**src/rtl/vrf_pkg.sv**
```systemverilog
// Shared types for the VRF write-back engine: FSM states and the queued result entry.
// The RMW states are only used when VRF_WB_MASK_EN is defined.
package vrf_pkg;

    localparam int VRF_DATA_W   = 128;
    localparam int VRF_ADDR_W   = 5;
    localparam int VRF_ELEM_W   = 32;
    localparam int VRF_NUM_ELEM = VRF_DATA_W / VRF_ELEM_W;

    typedef enum logic [1:0] {
        WB_IDLE   = 2'd0,
        WB_RMW_RD = 2'd1,
        WB_RMW_WR = 2'd2
    } vrf_wb_state_t;

    typedef struct packed {
        logic [VRF_ADDR_W-1:0]   addr;
        logic [VRF_DATA_W-1:0]   data;
        logic [VRF_NUM_ELEM-1:0] mask;
    } vrf_wb_entry_t;

endpackage

```
**src/rtl/vrf_wb_fifo.sv**
```systemverilog
// Result queue for the write-back engine, with per-slot valid/address export
// so the top can flag reader hazards against every queued entry.
module vrf_wb_fifo
    import vrf_pkg::*;
#(
    parameter int Depth = 2
) (
    input  logic                        clk_i,
    input  logic                        rst_i,
    input  logic                        push_i,
    input  vrf_wb_entry_t               entry_i,
    input  logic                        pop_i,
    output vrf_wb_entry_t               head_o,
    output logic                        full_o,
    output logic                        empty_o,
    output logic [Depth-1:0]            valid_o,
    output logic [Depth*VRF_ADDR_W-1:0] addr_o
);
    localparam int PtrW = (Depth > 1) ? $clog2(Depth) : 1;
    localparam int CntW = $clog2(Depth + 1);
    localparam logic [PtrW-1:0] LastPtr  = PtrW'(Depth - 1);
    localparam logic [CntW-1:0] DepthCnt = CntW'(Depth);

    vrf_wb_entry_t   mem_q [Depth];
    logic [PtrW-1:0] wr_ptr_q, rd_ptr_q;
    logic [CntW-1:0] count_q;
    logic [Depth-1:0] valid_q;
    logic            do_push, do_pop;

    function automatic logic [PtrW-1:0] next_ptr(input logic [PtrW-1:0] p);
        return (p == LastPtr) ? '0 : p + 1'b1;
    endfunction

    assign full_o  = (count_q == DepthCnt);
    assign empty_o = (count_q == '0);
    assign do_push = push_i && !full_o;
    assign do_pop  = pop_i && !empty_o;
    assign head_o  = mem_q[rd_ptr_q];
    assign valid_o = valid_q;

    always_comb begin
        addr_o = '0;
        for (int j = 0; j < Depth; j++) begin
            addr_o[j*VRF_ADDR_W +: VRF_ADDR_W] = mem_q[j].addr;
        end
    end

    always_ff @(posedge clk_i or posedge rst_i) begin
        if (rst_i) begin
            for (int j = 0; j < Depth; j++) begin
                mem_q[j] <= '0;
            end
            wr_ptr_q <= '0;
            rd_ptr_q <= '0;
            count_q  <= '0;
            valid_q  <= '0;
        end else begin
            if (do_push) begin
                mem_q[wr_ptr_q]   <= entry_i;
                valid_q[wr_ptr_q] <= 1'b1;
                wr_ptr_q          <= next_ptr(wr_ptr_q);
            end
            if (do_pop) begin
                valid_q[rd_ptr_q] <= 1'b0;
                rd_ptr_q          <= next_ptr(rd_ptr_q);
            end
            case ({do_push, do_pop})
                2'b10:   count_q <= count_q + 1'b1;
                2'b01:   count_q <= count_q - 1'b1;
                default: count_q <= count_q;
            endcase
        end
    end

endmodule

```
**src/rtl/vrf_writeback.sv**
```systemverilog
// VRF write-back engine: queues execution results and writes them into the shared RAM port.
// Define VRF_WB_MASK_EN to honour element masks (read-modify-write); otherwise every entry is written in full.
module vrf_writeback
    import vrf_pkg::*;
#(
    parameter int DataWidth = VRF_DATA_W,
    parameter int AddrWidth = VRF_ADDR_W,
    parameter int ElemWidth = VRF_ELEM_W,
    parameter int FifoDepth = 2,
    localparam int NumElem  = DataWidth / ElemWidth
) (
    input  logic                 clk_i,
    input  logic                 rst_i,
    input  logic                 wb_valid_i,
    output logic                 wb_ready_o,
    input  logic [AddrWidth-1:0] wb_addr_i,
    input  logic [DataWidth-1:0] wb_data_i,
    input  logic [NumElem-1:0]   wb_mask_i,
    input  logic                 ram_gnt_i,
    output logic                 ram_req_o,
    output logic                 ram_we_o,
    output logic [AddrWidth-1:0] ram_addr_o,
    output logic [DataWidth-1:0] ram_wdata_o,
    input  logic [DataWidth-1:0] ram_rdata_i,
    input  logic [AddrWidth-1:0] hazard_addr_i,
    output logic                 hazard_o,
    output logic                 busy_o
);
    vrf_wb_entry_t                    in_entry, head;
    logic                             push, pop, full, empty;
    logic [FifoDepth-1:0]             ent_valid;
    logic [FifoDepth*AddrWidth-1:0]   ent_addr;

    assign wb_ready_o    = !full;
    assign push          = wb_valid_i && !full;
    assign in_entry.addr = wb_addr_i;
    assign in_entry.data = wb_data_i;
    assign in_entry.mask = wb_mask_i;

    vrf_wb_fifo #(.Depth(FifoDepth)) u_fifo (
        .clk_i   (clk_i),
        .rst_i   (rst_i),
        .push_i  (push),
        .entry_i (in_entry),
        .pop_i   (pop),
        .head_o  (head),
        .full_o  (full),
        .empty_o (empty),
        .valid_o (ent_valid),
        .addr_o  (ent_addr)
    );

    // Head stays visible to the reader until the cycle its write is issued.
    always_comb begin
        hazard_o = 1'b0;
        for (int j = 0; j < FifoDepth; j++) begin
            if (ent_valid[j] && (ent_addr[j*AddrWidth +: AddrWidth] == hazard_addr_i)) begin
                hazard_o = 1'b1;
            end
        end
    end

`ifdef VRF_WB_MASK_EN
    localparam logic [NumElem-1:0] FullMask = '1;

    vrf_wb_state_t          state_q, state_d;
    logic [DataWidth-1:0]   old_q;
    logic [DataWidth-1:0]   merged;

    always_comb begin
        merged = '0;
        for (int i = 0; i < NumElem; i++) begin
            merged[i*ElemWidth +: ElemWidth] = head.mask[i] ? head.data[i*ElemWidth +: ElemWidth]
                                                            : old_q[i*ElemWidth +: ElemWidth];
        end
    end

    always_comb begin
        state_d     = state_q;
        pop         = 1'b0;
        ram_req_o   = 1'b0;
        ram_we_o    = 1'b0;
        ram_addr_o  = '0;
        ram_wdata_o = '0;
        case (state_q)
            WB_IDLE: begin
                if (!empty) begin
                    if (head.mask == '0) begin
                        pop = 1'b1;
                    end else if (ram_gnt_i) begin
                        ram_req_o  = 1'b1;
                        ram_addr_o = head.addr;
                        if (head.mask == FullMask) begin
                            ram_we_o    = 1'b1;
                            ram_wdata_o = head.data;
                            pop         = 1'b1;
                        end else begin
                            state_d = WB_RMW_RD;
                        end
                    end
                end
            end
            WB_RMW_RD: state_d = WB_RMW_WR;
            WB_RMW_WR: begin
                if (ram_gnt_i) begin
                    ram_req_o   = 1'b1;
                    ram_we_o    = 1'b1;
                    ram_addr_o  = head.addr;
                    ram_wdata_o = merged;
                    pop         = 1'b1;
                    state_d     = WB_IDLE;
                end
            end
            default: state_d = WB_IDLE;
        endcase
    end

    always_ff @(posedge clk_i or posedge rst_i) begin
        if (rst_i) begin
            state_q <= WB_IDLE;
            old_q   <= '0;
        end else begin
            state_q <= state_d;
            if (state_q == WB_RMW_RD) begin
                old_q <= ram_rdata_i;
            end
        end
    end

    assign busy_o = !empty || (state_q != WB_IDLE);
`else
    logic unused_mask;

    assign pop         = !empty && ram_gnt_i;
    assign ram_req_o   = pop;
    assign ram_we_o    = pop;
    assign ram_addr_o  = pop ? head.addr : '0;
    assign ram_wdata_o = pop ? head.data : '0;
    assign busy_o      = !empty;
    assign unused_mask = ^{head.mask, ram_rdata_i};
`endif

endmodule

```
**config.mk**
```make
export PLATFORM = sky130hd
export DESIGN_NAME = vrf_writeback
export DESIGN_NICKNAME = d
export VERILOG_FILES = /design/src/rtl/vrf_pkg.sv /design/src/rtl/vrf_wb_fifo.sv /design/src/rtl/vrf_writeback.sv
export SDC_FILE = /design/constraint.sdc
export NUM_CORES = 1
export LEC_CHECK = 0
export CAP_MARGIN = 20
export CELL_PAD_IN_SITES_DETAIL_PLACEMENT = 2
export CELL_PAD_IN_SITES_GLOBAL_PLACEMENT = 2
export CORE_MARGIN = 4
export CORE_UTILIZATION = 30
export DETAILED_ROUTE_END_ITERATION = 7
export PLACE_DENSITY_LB_ADDON = 0.05
export SLEW_MARGIN = 20
export SYNTH_ARGS = -nofsm -noshare
export SYNTH_HDL_FRONTEND = slang
export SYNTH_SLANG_ARGS = --single-unit
```
**constraint.sdc**
```tcl
create_clock -name clk_i -period 13 [get_ports clk_i]
set_clock_uncertainty 0.2 [all_clocks]
set_input_delay 1.95 -clock clk_i [delete_from_list [all_inputs] [get_ports clk_i]]
set_output_delay 1.95 -clock clk_i [all_outputs]
set_load 0.05 [all_outputs]
```
# [After elaboration in Yosys (flattened, before gate mapping)]
# Cells that the tools add are included.
[word_totals] inputBits=274 output_inout_bits=138 regBits=280 word_cells=63
[op_classes] n_reduce_logical=13 n_addsub=4 n_lt_le_gt_ge=7 bitwise_logic=5 n_eq_ne=5 mux=19
[op_table] cell="2-to-1 mux 137 bit" count=4
[op_table] cell="bitwise mux 274 bit" count=1
[op_table] cell="demux 137 bit (select 1 bit)" count=1
[op_table] cell="2-to-1 mux 128 bit" count=1
[op_table] cell="equality test 5 bit" count=2
[op_table] cell="logical AND 1 bit" count=9
[op_table] cell="2-to-1 mux 1 bit" count=6
[op_table] cell="2-to-1 mux 5 bit" count=1
[op_table] cell="equality test 2 bit, second input constant" count=2
[op_table] cell=">= comparator 2 bit, second input constant" count=2
[op_table] cell="< comparator 1 x 2 -> 1 bit, second input constant" count=2
[op_table] cell="2-to-1 mux 2 bit" count=2
[op_table] cell="inverter 1 -> 2 bit" count=2
[op_table] cell="case mux 2 bit (2 select lines)" count=1
[op_table] cell="adder 1 bit, second input constant" count=2
[op_table] cell="adder 2 x 1 -> 2 bit, second input constant" count=1
[op_table] cell="AND 2 bit" count=1
[op_table] cell="demux 1 bit (select 1 bit)" count=2
[op_table] cell="equality test 2 x 1 -> 1 bit, second input constant" count=1
[op_table] cell=">= comparator 1 bit, second input constant" count=2
[op_table] cell="logical NOT 1 bit" count=2
[op_table] cell="logical NOT 2 bit" count=1
[op_table] cell="< comparator 2 x 1 -> 1 bit, second input constant" count=1
[op_table] cell="inverter 2 bit" count=1
[op_table] cell="other kinds (3)" count=3

# [Depth between registers and ports, before layout]
# Gate-level depths: netlist of the first run.
[logic_depth] ltp_word=8 mapped_depth=6 ltp_nobuf=3

# [Modules after synthesis]
# Synthesis of the first run repeated with hierarchy kept, for this count alone.
[hier_totals] hier_cells=935 hier_area_um2=13424.1
[by_module_without_submodules] mod="vrf_wb_fifo" n_inst=1 seq_area_each_um2=7006.7 area_each_um2=12333.1 cells_each=767
[by_module_without_submodules] mod="vrf_writeback" n_inst=1 seq_area_each_um2=0.0 area_each_um2=1091.0 cells_each=168

# [Least setup slack after synthesis of the first run]
# Ideal clock, no wire load.
[synth_path] path_type="input -> output" from="input hazard_addr_i[0]" to="output hazard_o" arrival_ns=3.430 setup_slack_ns=7.420 cell_stages=3 n_path_buf=0 required_time_ns=10.850 cell_sequence="xnor2_1 nand4_1 o32ai_1"
[synth_between] elab_chain_cells=4 word_cells_on_any_way=6 cone_classes="2 x eq/ne; 2 x mux; 2 x reduce/logical"
[synth_lines] element="start: declaration" line="vrf_writeback.sv:25" rtl="input logic [AddrWidth-1:0] hazard_addr_i,"
[synth_lines] element="equality test 5 bit" line="vrf_writeback.sv:57" rtl="if (ent_valid[j] && (ent_addr[j*AddrWidth +: AddrWidth] == hazard_addr_i)) begin"
[synth_lines] element="logical AND 1 bit" line="vrf_writeback.sv:57"
[synth_lines] element="2-to-1 mux 1 bit" line="vrf_writeback.sv:57"
[synth_lines] element="2-to-1 mux 1 bit *" line="vrf_writeback.sv:57"
[synth_lines] element="end: declaration" line="vrf_writeback.sv:26" rtl="output logic hazard_o,"
# Every way passes the cells marked *; elsewhere a longest branch is shown, timed or not.

# [Worst setup path after layout of the first run]
[layout_path] from="input ram_gnt_i" to="output ram_req_o"
[layout_between] elab_chain_cells=1
[layout_lines] element="start: declaration" line="vrf_writeback.sv:19" rtl="input logic ram_gnt_i,"
[layout_lines] element="logical AND 1 bit" line="vrf_writeback.sv:134" rtl="assign pop = !empty && ram_gnt_i;"
[layout_lines] element="end: declaration" line="vrf_writeback.sv:20" rtl="output logic ram_req_o,"
# No other way between the ends.

==> results of run 1 <==
placed cells by master, fill, tap and decap left out:
master                            instances
sky130_fd_sc_hd__nor2b_1                  1
sky130_fd_sc_hd__nor2_1                 134
sky130_fd_sc_hd__or2_2                    1
sky130_fd_sc_hd__o32ai_1                  1
sky130_fd_sc_hd__nand4_1                  2
sky130_fd_sc_hd__nand3_4                  1
sky130_fd_sc_hd__buf_12                   1
sky130_fd_sc_hd__nand2_1                  2
sky130_fd_sc_hd__xnor2_1                 11
sky130_fd_sc_hd__mux2_1                  13
sky130_fd_sc_hd__clkbuf_16               37
sky130_fd_sc_hd__o211ai_1                 1
sky130_fd_sc_hd__bufinv_16                2
sky130_fd_sc_hd__dfrtp_1                271
sky130_fd_sc_hd__mux2i_1                133
sky130_fd_sc_hd__nor3b_1                  1
sky130_fd_sc_hd__a21oi_1                  3
sky130_fd_sc_hd__inv_1                    4
sky130_fd_sc_hd__a22oi_1                  1
sky130_fd_sc_hd__o21ai_4                  1
sky130_fd_sc_hd__mux2_4                  59
sky130_fd_sc_hd__inv_8                    1
sky130_fd_sc_hd__xor2_1                   1
sky130_fd_sc_hd__o21ai_0                  2
sky130_fd_sc_hd__clkbuf_8                 7
sky130_fd_sc_hd__dfrtp_4                  1
sky130_fd_sc_hd__nand2b_4                 1
sky130_fd_sc_hd__a21boi_0                 1
sky130_fd_sc_hd__diode_2                  2
sky130_fd_sc_hd__mux2_2                 194
sky130_fd_sc_hd__clkdlybuf4s50_1        279
sky130_fd_sc_hd__nand3b_1                 1
sky130_fd_sc_hd__clkbuf_1                15
sky130_fd_sc_hd__buf_4                   10
cell usage after synthesis:
cell | n | area share
sky130_fd_sc_hd__buf_4 | 1 | 0.00060
sky130_fd_sc_hd__nand3b_1 | 1 | 0.00060
sky130_fd_sc_hd__xnor2_1 | 11 | 0.0077
sky130_fd_sc_hd__o211ai_1 | 1 | 0.00060
sky130_fd_sc_hd__o32ai_1 | 1 | 0.00070
sky130_fd_sc_hd__nor2b_1 | 1 | 0.00050
sky130_fd_sc_hd__mux2_1 | 13 | 0.012
sky130_fd_sc_hd__or2_2 | 1 | 0.00050
sky130_fd_sc_hd__nand2b_4 | 1 | 0.0011
sky130_fd_sc_hd__o21ai_0 | 2 | 0.00080
sky130_fd_sc_hd__dfrtp_1 | 272 | 0.55
sky130_fd_sc_hd__a21boi_0 | 1 | 0.00060
sky130_fd_sc_hd__a21oi_1 | 3 | 0.0012
sky130_fd_sc_hd__buf_6 | 6 | 0.0054
sky130_fd_sc_hd__nand4_1 | 2 | 0.0010
sky130_fd_sc_hd__clkbuf_1 | 10 | 0.0030
sky130_fd_sc_hd__nor2_1 | 134 | 0.040
sky130_fd_sc_hd__a22oi_1 | 1 | 0.00060
sky130_fd_sc_hd__buf_8 | 1 | 0.0012
sky130_fd_sc_hd__mux2i_1 | 133 | 0.11
sky130_fd_sc_hd__buf_2 | 42 | 0.017
sky130_fd_sc_hd__o21ai_1 | 1 | 0.00040
sky130_fd_sc_hd__inv_1 | 5 | 0.0015
sky130_fd_sc_hd__nand3_4 | 1 | 0.0014
sky130_fd_sc_hd__xor2_1 | 1 | 0.00070
sky130_fd_sc_hd__nand2_1 | 2 | 0.00060
sky130_fd_sc_hd__nor3b_1 | 1 | 0.00060
sky130_fd_sc_hd__mux2_2 | 194 | 0.18
sky130_fd_sc_hd__mux2_4 | 59 | 0.071
worst paths after layout:
kind / slack (ns) / startpoint / cells past startpoint / endpoint
setup / recovery: 6.10 / ram_gnt_i / 6 / ram_req_o
hold / removal: 0.29 / u_fifo.mem_q[55] / 1 / u_fifo.mem_q[55]
setup reg to reg: 9.52 / u_fifo.count_q[0] / 5 / u_fifo.mem_q[201]
hold reg to reg: 0.29 / u_fifo.mem_q[55] / 1 / u_fifo.mem_q[55]
max in group asynchronous: 9.40 / rst_i / 3 / u_fifo.addr_o[8]
min in group asynchronous: 1.80 / rst_i / 2 / u_fifo.mem_q[174]
layer usage:
metal,part of all wire,wire [um],vias up
met2,0.47,16800,169
met1,0.44,15600,4201
met5,0.00057,20,-
met4,0.020,699,4
met3,0.065,2300,50
li1,-,-,3663
kinds of logic (layout without fill, tap and decap cells):
family / after synthesis / count (layout) / share of synthesized area
xor gates and xnor gates: 12 / 12 / 0.00844
and+or+nand+nor: 144 / 144 / 0.0467
DFF: 272 / 272 / 0.546
AOI/OAI and AO/OA: 10 / 10 / 0.00492
other: 0 / 2 / 0
muxes: 399 / 399 / 0.365
buffers and inverters: 65 / 356 / 0.0286
power by group through the flow:
stage	clock network [mW]	registers, mW	logic, mW
after global placement	0	1.54	2.07
final	0.965	1.54	2.06
after CTS	1.01	1.55	2.11
after global routing	1.04	1.60	2.22
after detailed placement	0	1.56	2.10
after floorplan	0	1.45	1.59
registers in the layout, summed over array words and instances, names as in the netlist:
| register | count |
|---|---|
| u_fifo.count_q | 2 |
| u_fifo.addr_o | 10 |
| u_fifo.wr_ptr_q | 1 |
| u_fifo.valid_o | 2 |
| u_fifo.mem_q | 256 |
| u_fifo.rd_ptr_q | 1 |
final cells by class:
type,count,area (um2)
Tap cell,532,666
Multi-Input combinational cell,565,5310
Clock buffer,59,1080
Antenna cell,2,5.00
Fill cell,4128,24100
Timing Repair Buffer,290,2890
Sequential cell,272,6810
Inverter,5,26.3
Clock inverter,2,60.1
stage by stage:
step / instances / instance area (um2) / setup slack (ns) / hold slack (ns)
after floorplan: 902 / 12500 / 3.35 / 0.264
after global placement: 1664 / 15700 / 5.99 / 0.274
after detailed placement: 1664 / 15700 / 5.97 / 0.286
after CTS: 1725 / 16800 / 5.97 / 0.298
after global routing: 1725 / 16800 / 5.89 / 0.311
final: 1727 / 16800 / 6.10 / 0.293
==> impl_results.md, run 1 <==
- Maximum clock frequency: 0.145 GHz
- Final hold viol count: 0
- Critical path, cell by cell: clkdlybuf4s50_1 -> o21ai_4 -> buf_4 -> buf_4 -> inv_1 -> clkdlybuf4s50_1
- Max_cap viols: 0
- Power, Total: 4.57 mW
- Root buffer cell: sky130_fd_sc_hd__clkbuf_16
- Switching power of the nets: 1.72 mW
- # clock sinks: 272
- Gr ovfl total: 0
- Vertical die dimension: 212 um
- Share of total power in the clock network: 0.211
- Util after Layout: 0.412
- Internal portion of total power: 2.85 mW
- Register area share after synthesis: 0.546
- Area of the mapped netlist: 12500 um2
- Count of nets after finishing: 1444
- Weighted congestion reported at the end of routability-driven placement: 0.711
- Final WL: 35.3 mm
- Logic pwr share: 0.451
- Critical Path Start Type: input port
- Largest net degree at the start of global routing: 151
- Vias after detailed routing: 8087
- Cts bufs inserted: 36
- Sequential share of power: 0.338
- Via-to-Cell Ratio: 4.68
- Detail Placement HPWL: 22.5 mm
- Global-route usage over all layers: 0.157
- Critical path buffer and inverter count: 5
- Post-route minimum period: 6.90 ns
- LEAKAGE: 7.36 nW
- Die area: 44900 um2
- Maximum level of the CTS H-tree: 2
- Critical path data required time: 10.85 ns
- Maximum buffer depth of the clock tree: 3
- Setup Crit Path Kind: input port to primary output
- Number of cells upsized or downsized after cts: 0
- RSZ-0062 raised after global routing: false
- Post-Synthesis Net Count: 1176
- Clk_lat worst skew: 0.52 ns
- Crit path max-delay cell type: sky130_fd_sc_hd__clkdlybuf4s50_1
- Wire length of the first global-routing pass: 55.4 mm
- Slew @ Worst Pin: 1.06 ns
- Count of buffers added by post-CTS timing repair for setup: 0
- Met2 Resource Use GR: 0.250
- Warning count from the yosys run: 0
- Layout Area Growth over Synthesis: 35.2%
- Maximum net fanout on the critical path: 57
- Core Area: 40900 um2
- Net Sw Frac: 0.376
- Residual DRC count: 0
- I/O pin count: 412
- CTS tree: yes
- Number of synthesized register bits: 272
- Delay-heaviest family, CP: buffers and inverters
- Largest vdd supply drop: 0.111 mV
- GRT Max-Usage Layer: met2
- Unique cell type count in the Yosys netlist: 29
- Detailed-routing iteration count for the pre-antenna-repair pass: 4
- I/O Buffers: 279
- FP Rows: 74
- Class of the tightest hold or removal check: flop to flop
- Met3 global-route usage: 0.0488
- Fraction of met1 tracks used by global routing: 0.208
- Vias in the first global route: 9260
- Clock slew seen by the registers of the worst setup and hold paths: 0.05 ns
- Final Cycle Share: 0.531
- Power density over cell area: 271 nW/um2
- Post-DRT Antenna Nets: 0
- Final number of max-transition violations: 0
- Routed len/inst: 20.5 um
- Fraction of layout instances using a drive strength above 1: 0.265
- Cts-stage hold buffer count: 0
- Post-Syn Instances: 902
- Initial DRC Count: 247
- Syn avg cell area: 13.8 um2
- Worst-case headroom to the max-slew limit: 0.292
- Largest stage delay on the critical path: 0.75 ns
- Setup tns final: 0 ns
- Starting Density: 0.304
- Setup Viol. Count Final: 0
- Status: finished, final reports clean
- CP endpoint kind: primary output
- Arrival time at the worst endpoint: 4.75 ns
- Antenna violations before repair: 3
- Die Span X: 212 um
No activity file was read; power rests on OpenSTA's default activity.
==> inputs of run 2 (changes only) <==
Clock period 13 ns to 6.85 ns, I/O delays scaled along.
==> run 2 against run 1 <==
Sequential power is 90% higher. Critical path depth down 1. Die area stayed put. Clock power up 79%. Largest cell class unchanged. Highest routed layer unchanged. Worst setup slack got worse by 3.7 ns.
==> impl_results.md, run 2 (same netlist as run 1, synthesis figures left out) <==
- Cts-stage hold buffer count: 0 (unchanged)
- Gr ovfl total: 0 (unchanged)
- Via-to-Cell Ratio: 4.65 (-0.79%)
- Largest net degree at the start of global routing: 118 (-22%)
- Setup Crit Path Kind: input port to primary output
- Max_cap viols: 0 (unchanged)
- End point of the most critical hold path: u_fifo.mem_q[5]
- Maximum net fanout on the critical path: 75 (+32%)
- Vertical die dimension: 212 um (unchanged)
- FP Rows: 74 (unchanged)
- Clk_lat worst skew: 0.52 ns (about the same)
- Met2 layer wire length in the routed design: 17.0 mm (+1.3%)
- Root buffer cell: sky130_fd_sc_hd__clkbuf_16
- Core Area: 40900 um2 (unchanged)
- Largest vdd supply drop: 0.191 mV (+72%)
- RSZ-0062 raised after global routing: false
- Vias after detailed routing: 8032 (-0.68%)
- Count of filler cells inserted in the layout: 4133 (+0.12%)
- Maximum buffer depth of the clock tree: 3 (unchanged)
- Sequential cell area: 6810 um2 (unchanged)
- Worst-case headroom to the max-slew limit: 0.456 (+0.165)
- Antenna violations before repair: 10 (+7)
- Launch point of the worst reg-to-reg path: u_fifo.count_q[0]
- Final Cycle Share: 0.650
- Vias in the first global route: 9279 (+0.21%)
- Weighted congestion reported at the end of routability-driven placement: 0.704 (-1.0%)
- Setup Viol. Count Final: 0 (unchanged)
- Area taken by multi-input logic gates: 5310 um2 (unchanged)
- Die area: 44900 um2 (unchanged)
- Max FFs per register: 256 (unchanged)
- Clock slew seen by the registers of the worst setup and hold paths: 0.05 ns (about the same)
- Number of cells traversed by the worst hold path: 1 (unchanged)
- Post-DRT Antenna Nets: 0 (unchanged)
- I/O Buffers: 279 (unchanged)
- Power density over cell area: 509 nW/um2 (+88%)
- Status: finished, final reports clean
- Top library cells by usage in the layout, fill and taps aside: sky130_fd_sc_hd__clkdlybuf4s50_1 (279), sky130_fd_sc_hd__dfrtp_1 (271), sky130_fd_sc_hd__mux2_2 (194)
- Initial DRC Count: 186 (-25%)
- Starting Density: 0.304 (unchanged)
- Detail Placement HPWL: 23.0 mm (+2.3%)
- CP endpoint kind: primary output
- Detailed-routing iteration count for the pre-antenna-repair pass: 5 (+1)
- Fraction of layout instances using a drive strength above 1: 0.267 (+0.00190)
- Metal3 WL: 2.51 mm (+9.1%)
- Minimum setup slack among reg-to-reg paths: 4.31 ns (-5.21 ns)
- Residual DRC count: 0 (unchanged)
- Final hold viol count: 0 (unchanged)
- Standard cell area after detailed placement: 15800 um2 (+0.39%)
- Top layer reached by signal wires: met5
- Post-route minimum period: 4.45 ns
- Startpoint of the tightest hold check path: u_fifo.mem_q[5]
- Detailed-routing wirelength on met1: 15.5 mm (-0.54%)
- Critical path data required time: 5.62 ns (-5.23 ns)
- Final WL: 35.9 mm (+1.5%)
- Final number of max-transition violations: 0 (unchanged)
- Layout Area Growth over Synthesis: 35.3% (about the same)
- # clock sinks: 272 (unchanged)
- Wire length of the first global-routing pass: 56.1 mm (+1.2%)
- Count of nets after finishing: 1447 (+0.21%)
- Maximum level of the CTS H-tree: 2 (unchanged)
- Worst flop-to-flop path endpoint: u_fifo.mem_q[109]
- I/O pin count: 412 (unchanged)
- Die Span X: 212 um (unchanged)
- Critical Path Start Type: input port
- Class of the tightest hold or removal check: flop to flop
- Layout Cell Area excl Fill: 16900 um2 (about the same)
- CTS tree: yes
- Global-route usage over all layers: 0.159 (+0.00234)
- Commonest non-fill, non-tap cell in the layout: sky130_fd_sc_hd__clkdlybuf4s50_1
- Count of buffers added by post-CTS timing repair for setup: 0 (unchanged)
- Number of cells upsized or downsized after cts: 0 (unchanged)
- Cts bufs inserted: 36 (unchanged)
- Setup tns final: 0 ns (unchanged)
- Largest reg by FF count: u_fifo.mem_q
- Maximum clock frequency: 0.225 GHz
- Slew @ Worst Pin: 0.816 ns (-0.247 ns)
- LEAKAGE: 7.36 nW (about the same)
- Arrival time at the worst endpoint: 3.22 ns (-1.53 ns)
- Routed len/inst: 20.7 um (+1.4%)
- Reg2reg path depth: 4 (-1)
==> run 2: per-stage QoR <==
| stage | util | total power, mW | setup slack (ns) | hold WS, ns | std cells |
|---|---|---|---|---|---|
| 2_1_floorplan | - | 5.78 | 2.03 | 0.264 | 902 |
| 3_3_place_gp | 0.385 | 6.85 | 2.43 | 0.274 | 1666 |
| 3_5_place_dp | 0.385 | 6.96 | 2.41 | 0.285 | 1666 |
| 4_1_cts | 0.411 | 8.78 | 2.28 | 0.297 | 1723 |
| 5_1_grt | 0.412 | 9.16 | 2.23 | 0.309 | 1728 |
| 6_report | 0.412 | 8.58 | 2.40 | 0.294 | 1729 |
==> run 2: worst max-delay path, cell delays in order <==
cell and delay, ns:
sky130_fd_sc_hd__clkdlybuf4s50_1 0.62, sky130_fd_sc_hd__o21ai_4 0.18, sky130_fd_sc_hd__buf_12 0.25, sky130_fd_sc_hd__nor2_1 0.19, sky130_fd_sc_hd__clkdlybuf4s50_1 0.87
==> run 2: worst max path at each step <==
stage | start | to | slack, ns | cells past startpoint
2_1_floorplan | rst_i | u_fifo.addr_o[0] | 2.03 | 1
3_3_place_gp | ram_gnt_i | ram_wdata_o[77] | 2.43 | 5
3_5_place_dp | ram_gnt_i | ram_wdata_o[53] | 2.41 | 5
4_1_cts | u_fifo.rd_ptr_q | ram_wdata_o[63] | 2.28 | 4
5_1_grt | u_fifo.rd_ptr_q | ram_wdata_o[63] | 2.23 | 4
6_report | ram_gnt_i | ram_wdata_o[63] | 2.40 | 5
==> run 2: power breakdown <==
group | leakage, nW | total, mW | internal [mW] | switching [mW]
Clock | 0.521 | 1.73 | 1.05 | 0.684
Combinational | 3.65 | 3.92 | 1.84 | 2.08
Sequential | 3.20 | 2.93 | 2.43 | 0.497
==> run 2: routing by layer <==
layer | GRT usage | vias to the layer above
met3 | 0.0511 | 61
met1 | 0.208 | 4112
met2 | 0.250 | 175
li1 | - | 3672
met4 | 0.0578 | 12
met5 | 0 | -
==> run 2: area by class of cell <==
type,count,area share
antenna,5,0.000742
clock buffer,55,0.0625
clock inverter,2,0.000594
inverter,5,0.00134
multi-input combinational,565,0.315
sequential,272,0.404
tap,532,0.0395
timing repair buffer,293,0.176
==> inputs of run 3 (changes only) <==
Settings changed: CORE_UTILIZATION 30 to 27.
Clock period 6.85 ns to 3.7 ns, I/O delays scaled along.
==> run 3 against run 2 <==
Sequential share of layout area down 0.99 points. Critical endpoint is now ram_wdata_o[18]. Cell count increased by 3.8%. Clock-buffer cell count decreased by 5. Worst setup slack got worse by 2.1 ns. Via count increased by 0.55%. Combinational power grew 95%. Sequential power grew 84%. Routed wire length rose by 2.0%. Sequential cell count stayed put.
==> impl_results.md, run 3 (same netlist as run 1, synthesis figures left out) <==
- Status: finished, final reports clean
- Util after Layout: 0.380 (-0.0319)
- Final hold viol count: 0 (unchanged)
- Sequential share of power: 0.332 (-0.010)
- Critical path data required time: 2.94 ns (-2.68 ns)
- I/O pin count: 412 (unchanged)
- Maximum level of the CTS H-tree: 2 (unchanged)
- Setup tns final: 0 ns (unchanged)
- Final Cycle Share: 0.929
- Class of the tightest hold or removal check: input port to asynchronous set/reset pin
- Count of filler cells inserted in the layout: 4705 (+14%)
- Die area: 49600 um2 (+11%)
- Net Sw Frac: 0.379 (-0.000750)
- Vertical die dimension: 223 um (+5.2%)
- Worst-case headroom to the max-slew limit: 0.410 (-0.0463)
- Die Span X: 223 um (+5.2%)
- Clock slew seen by the registers of the worst setup and hold paths: 0.06 ns (about the same)
- Setup Viol. Count Final: 0 (unchanged)
- Top library cells by usage in the layout, fill and taps aside: sky130_fd_sc_hd__dfrtp_1 (271), sky130_fd_sc_hd__mux2_2 (194), sky130_fd_sc_hd__clkdlybuf4s50_1 (158)
- Cts-stage hold buffer count: 0 (unchanged)
- Power, Total: 16.3 mW (+89%)
- Largest vdd supply drop: 0.435 mV (+130%)
- LEAKAGE: 7.77 nW (+5.5%)
- CTS tree: yes
- Critical Path Start Type: flop
- Reg2reg path depth: 4 (unchanged)
- Hold slack final: 0.252 ns (-0.0423 ns)
- Wire length of the first global-routing pass: 57.5 mm (+2.5%)
- RSZ-0062 raised after global routing: false
- Logic pwr share: 0.471 (+0.014)
- Slew @ Worst Pin: 0.882 ns (+0.0662 ns)
- Via-to-Cell Ratio: 4.50 (-3.1%)
- Maximum buffer depth of the clock tree: 3 (unchanged)
- Residual DRC count: 0 (unchanged)
- I/O Buffers: 279 (unchanged)
- Maximum clock frequency: 0.291 GHz
- Max_cap viols: 0 (unchanged)
- Detailed-routing iteration count for the pre-antenna-repair pass: 4 (-1)
- Fraction of layout instances using a drive strength above 1: 0.372 (+0.106)
- Number of cells upsized or downsized after cts: 0 (unchanged)
- Root buffer cell: sky130_fd_sc_hd__clkbuf_16
- Cts bufs inserted: 36 (unchanged)
- Vias in the first global route: 9275 (-0.043%)
- Minimum setup slack among reg-to-reg paths: 1.49 ns (-2.82 ns)
- Vias after detailed routing: 8076 (+0.55%)
- Final number of max-transition violations: 0 (unchanged)
- Worst flop-to-flop path endpoint: u_fifo.valid_o[1]
- Share of total power in the clock network: 0.197 (-0.005)
- Maximum net fanout on the critical path: 26 (-65%)
- Count of nets after finishing: 1453 (+0.41%)
- Critical path buffer and inverter count: 1 (-2)
- Count of buffers added by post-CTS timing repair for setup: 0 (unchanged)
- Post-DRT Antenna Nets: 0 (unchanged)
- Power density over cell area: 941 nW/um2 (+85%)
- Setup Crit Path Kind: flop to primary output
- Weighted congestion reported at the end of routability-driven placement: 0.680 (-3.5%)
- Global-route usage over all layers: 0.146 (-0.0131)
- Gr ovfl total: 0 (unchanged)
- Starting Density: 0.274 (-0.0305)
- Layout Area Growth over Synthesis: 38.7%
- Commonest non-fill, non-tap cell in the layout: sky130_fd_sc_hd__dfrtp_1
- End point of the critical path: ram_wdata_o[18]
- Final WL: 36.6 mm (+2.0%)
- Largest reg by FF count: u_fifo.mem_q
- Clk_lat worst skew: 0.53 ns (about the same)
- CP endpoint kind: primary output
- Largest stage delay on the critical path: 0.76 ns (-0.11 ns)
- Logic depth of the worst path, buffers included: 3 (-2)
- Core Area: 45500 um2 (+11%)
- Detail Placement HPWL: 24.0 mm (+4.3%)
- Arrival time at the worst endpoint: 2.68 ns (-0.54 ns)
- Met2 Resource Use GR: 0.244 (-0.00556)
- GRT Max-Usage Layer: met2
- Post-route minimum period: 3.44 ns
- FP Rows: 78 (+5.4%)
- Delay-heaviest family, CP: buffers and inverters
- Max FFs per register: 256 (unchanged)
- Crit path max-delay cell type: sky130_fd_sc_hd__clkdlybuf4s50_1
- Switching power of the nets: 6.16 mW (+89%)
- Antenna violations before repair: 6 (-4)
- Routed len/inst: 20.4 um (-1.7%)
- Met3 global-route usage: 0.0502 (-0.000921)
- Fraction of met1 tracks used by global routing: 0.181 (-0.0267)
- Internal portion of total power: 10.1 mW (+90%)
- # clock sinks: 272 (unchanged)
- Initial DRC Count: 258 (+39%)
- Launch point of the worst reg-to-reg path: u_fifo.count_q[0]
- Critical path, cell by cell: o21ai_4 -> nor2_1 -> clkdlybuf4s50_1
- Critical path launch point: u_fifo.count_q[0]
- Largest net degree at the start of global routing: 74 (-37%)
[run 3: through the flow]
step	std cells	area, um2	worst slack [ns]
after floorplan	902	12500	-0.650
after global placement	1741	16200	0.350
after detailed placement	1741	16200	0.348
after CTS	1792	17300	0.129
after global routing	1792	17300	0.0539
final	1795	17300	0.264
[run 3: power groups by stage]
stage               Combinational, mW  Sequential [mW]  Clock [mW]
CTS                              7.85             5.42        3.35
global placement                 7.72             5.38           0
finish                           7.66             5.40        3.20
floorplan                        5.60             5.10           0
detailed placement               7.82             5.46           0
global route                     8.22             5.61        3.48
[run 3: area by class of cell]
type	count	area (um2)	area share
Antenna cell	3	7.51	0.000434
Clock buffer	50	1030	0.0599
Clock inverter	1	5.00	0.000290
Inverter	5	22.5	0.00130
Multi-Input combinational cell	565	5310	0.307
Sequential cell	272	6810	0.394
Tap cell	600	751	0.0434
Timing Repair Buffer	299	3340	0.193
[run 3: metal layers]
layer / part of all wire / routed length [um]
met5: 0.0015 / 55
met4: 0.020 / 715
met3: 0.070 / 2570
met2: 0.49 / 17800
met1: 0.42 / 15500
[run 3: worst min path at each step]
| stage | to | start | cells past startpoint |
|---|---|---|---|
| detailed placement | u_fifo.mem_q[6] | u_fifo.mem_q[6] | 1 |
| CTS | u_fifo.mem_q[71] | rst_i | 2 |
| global route | u_fifo.mem_q[60] | rst_i | 2 |
| finish | u_fifo.mem_q[192] | rst_i | 2 |
| global placement | u_fifo.mem_q[54] | u_fifo.mem_q[54] | 1 |
| floorplan | u_fifo.mem_q[130] | u_fifo.mem_q[130] | 1 |
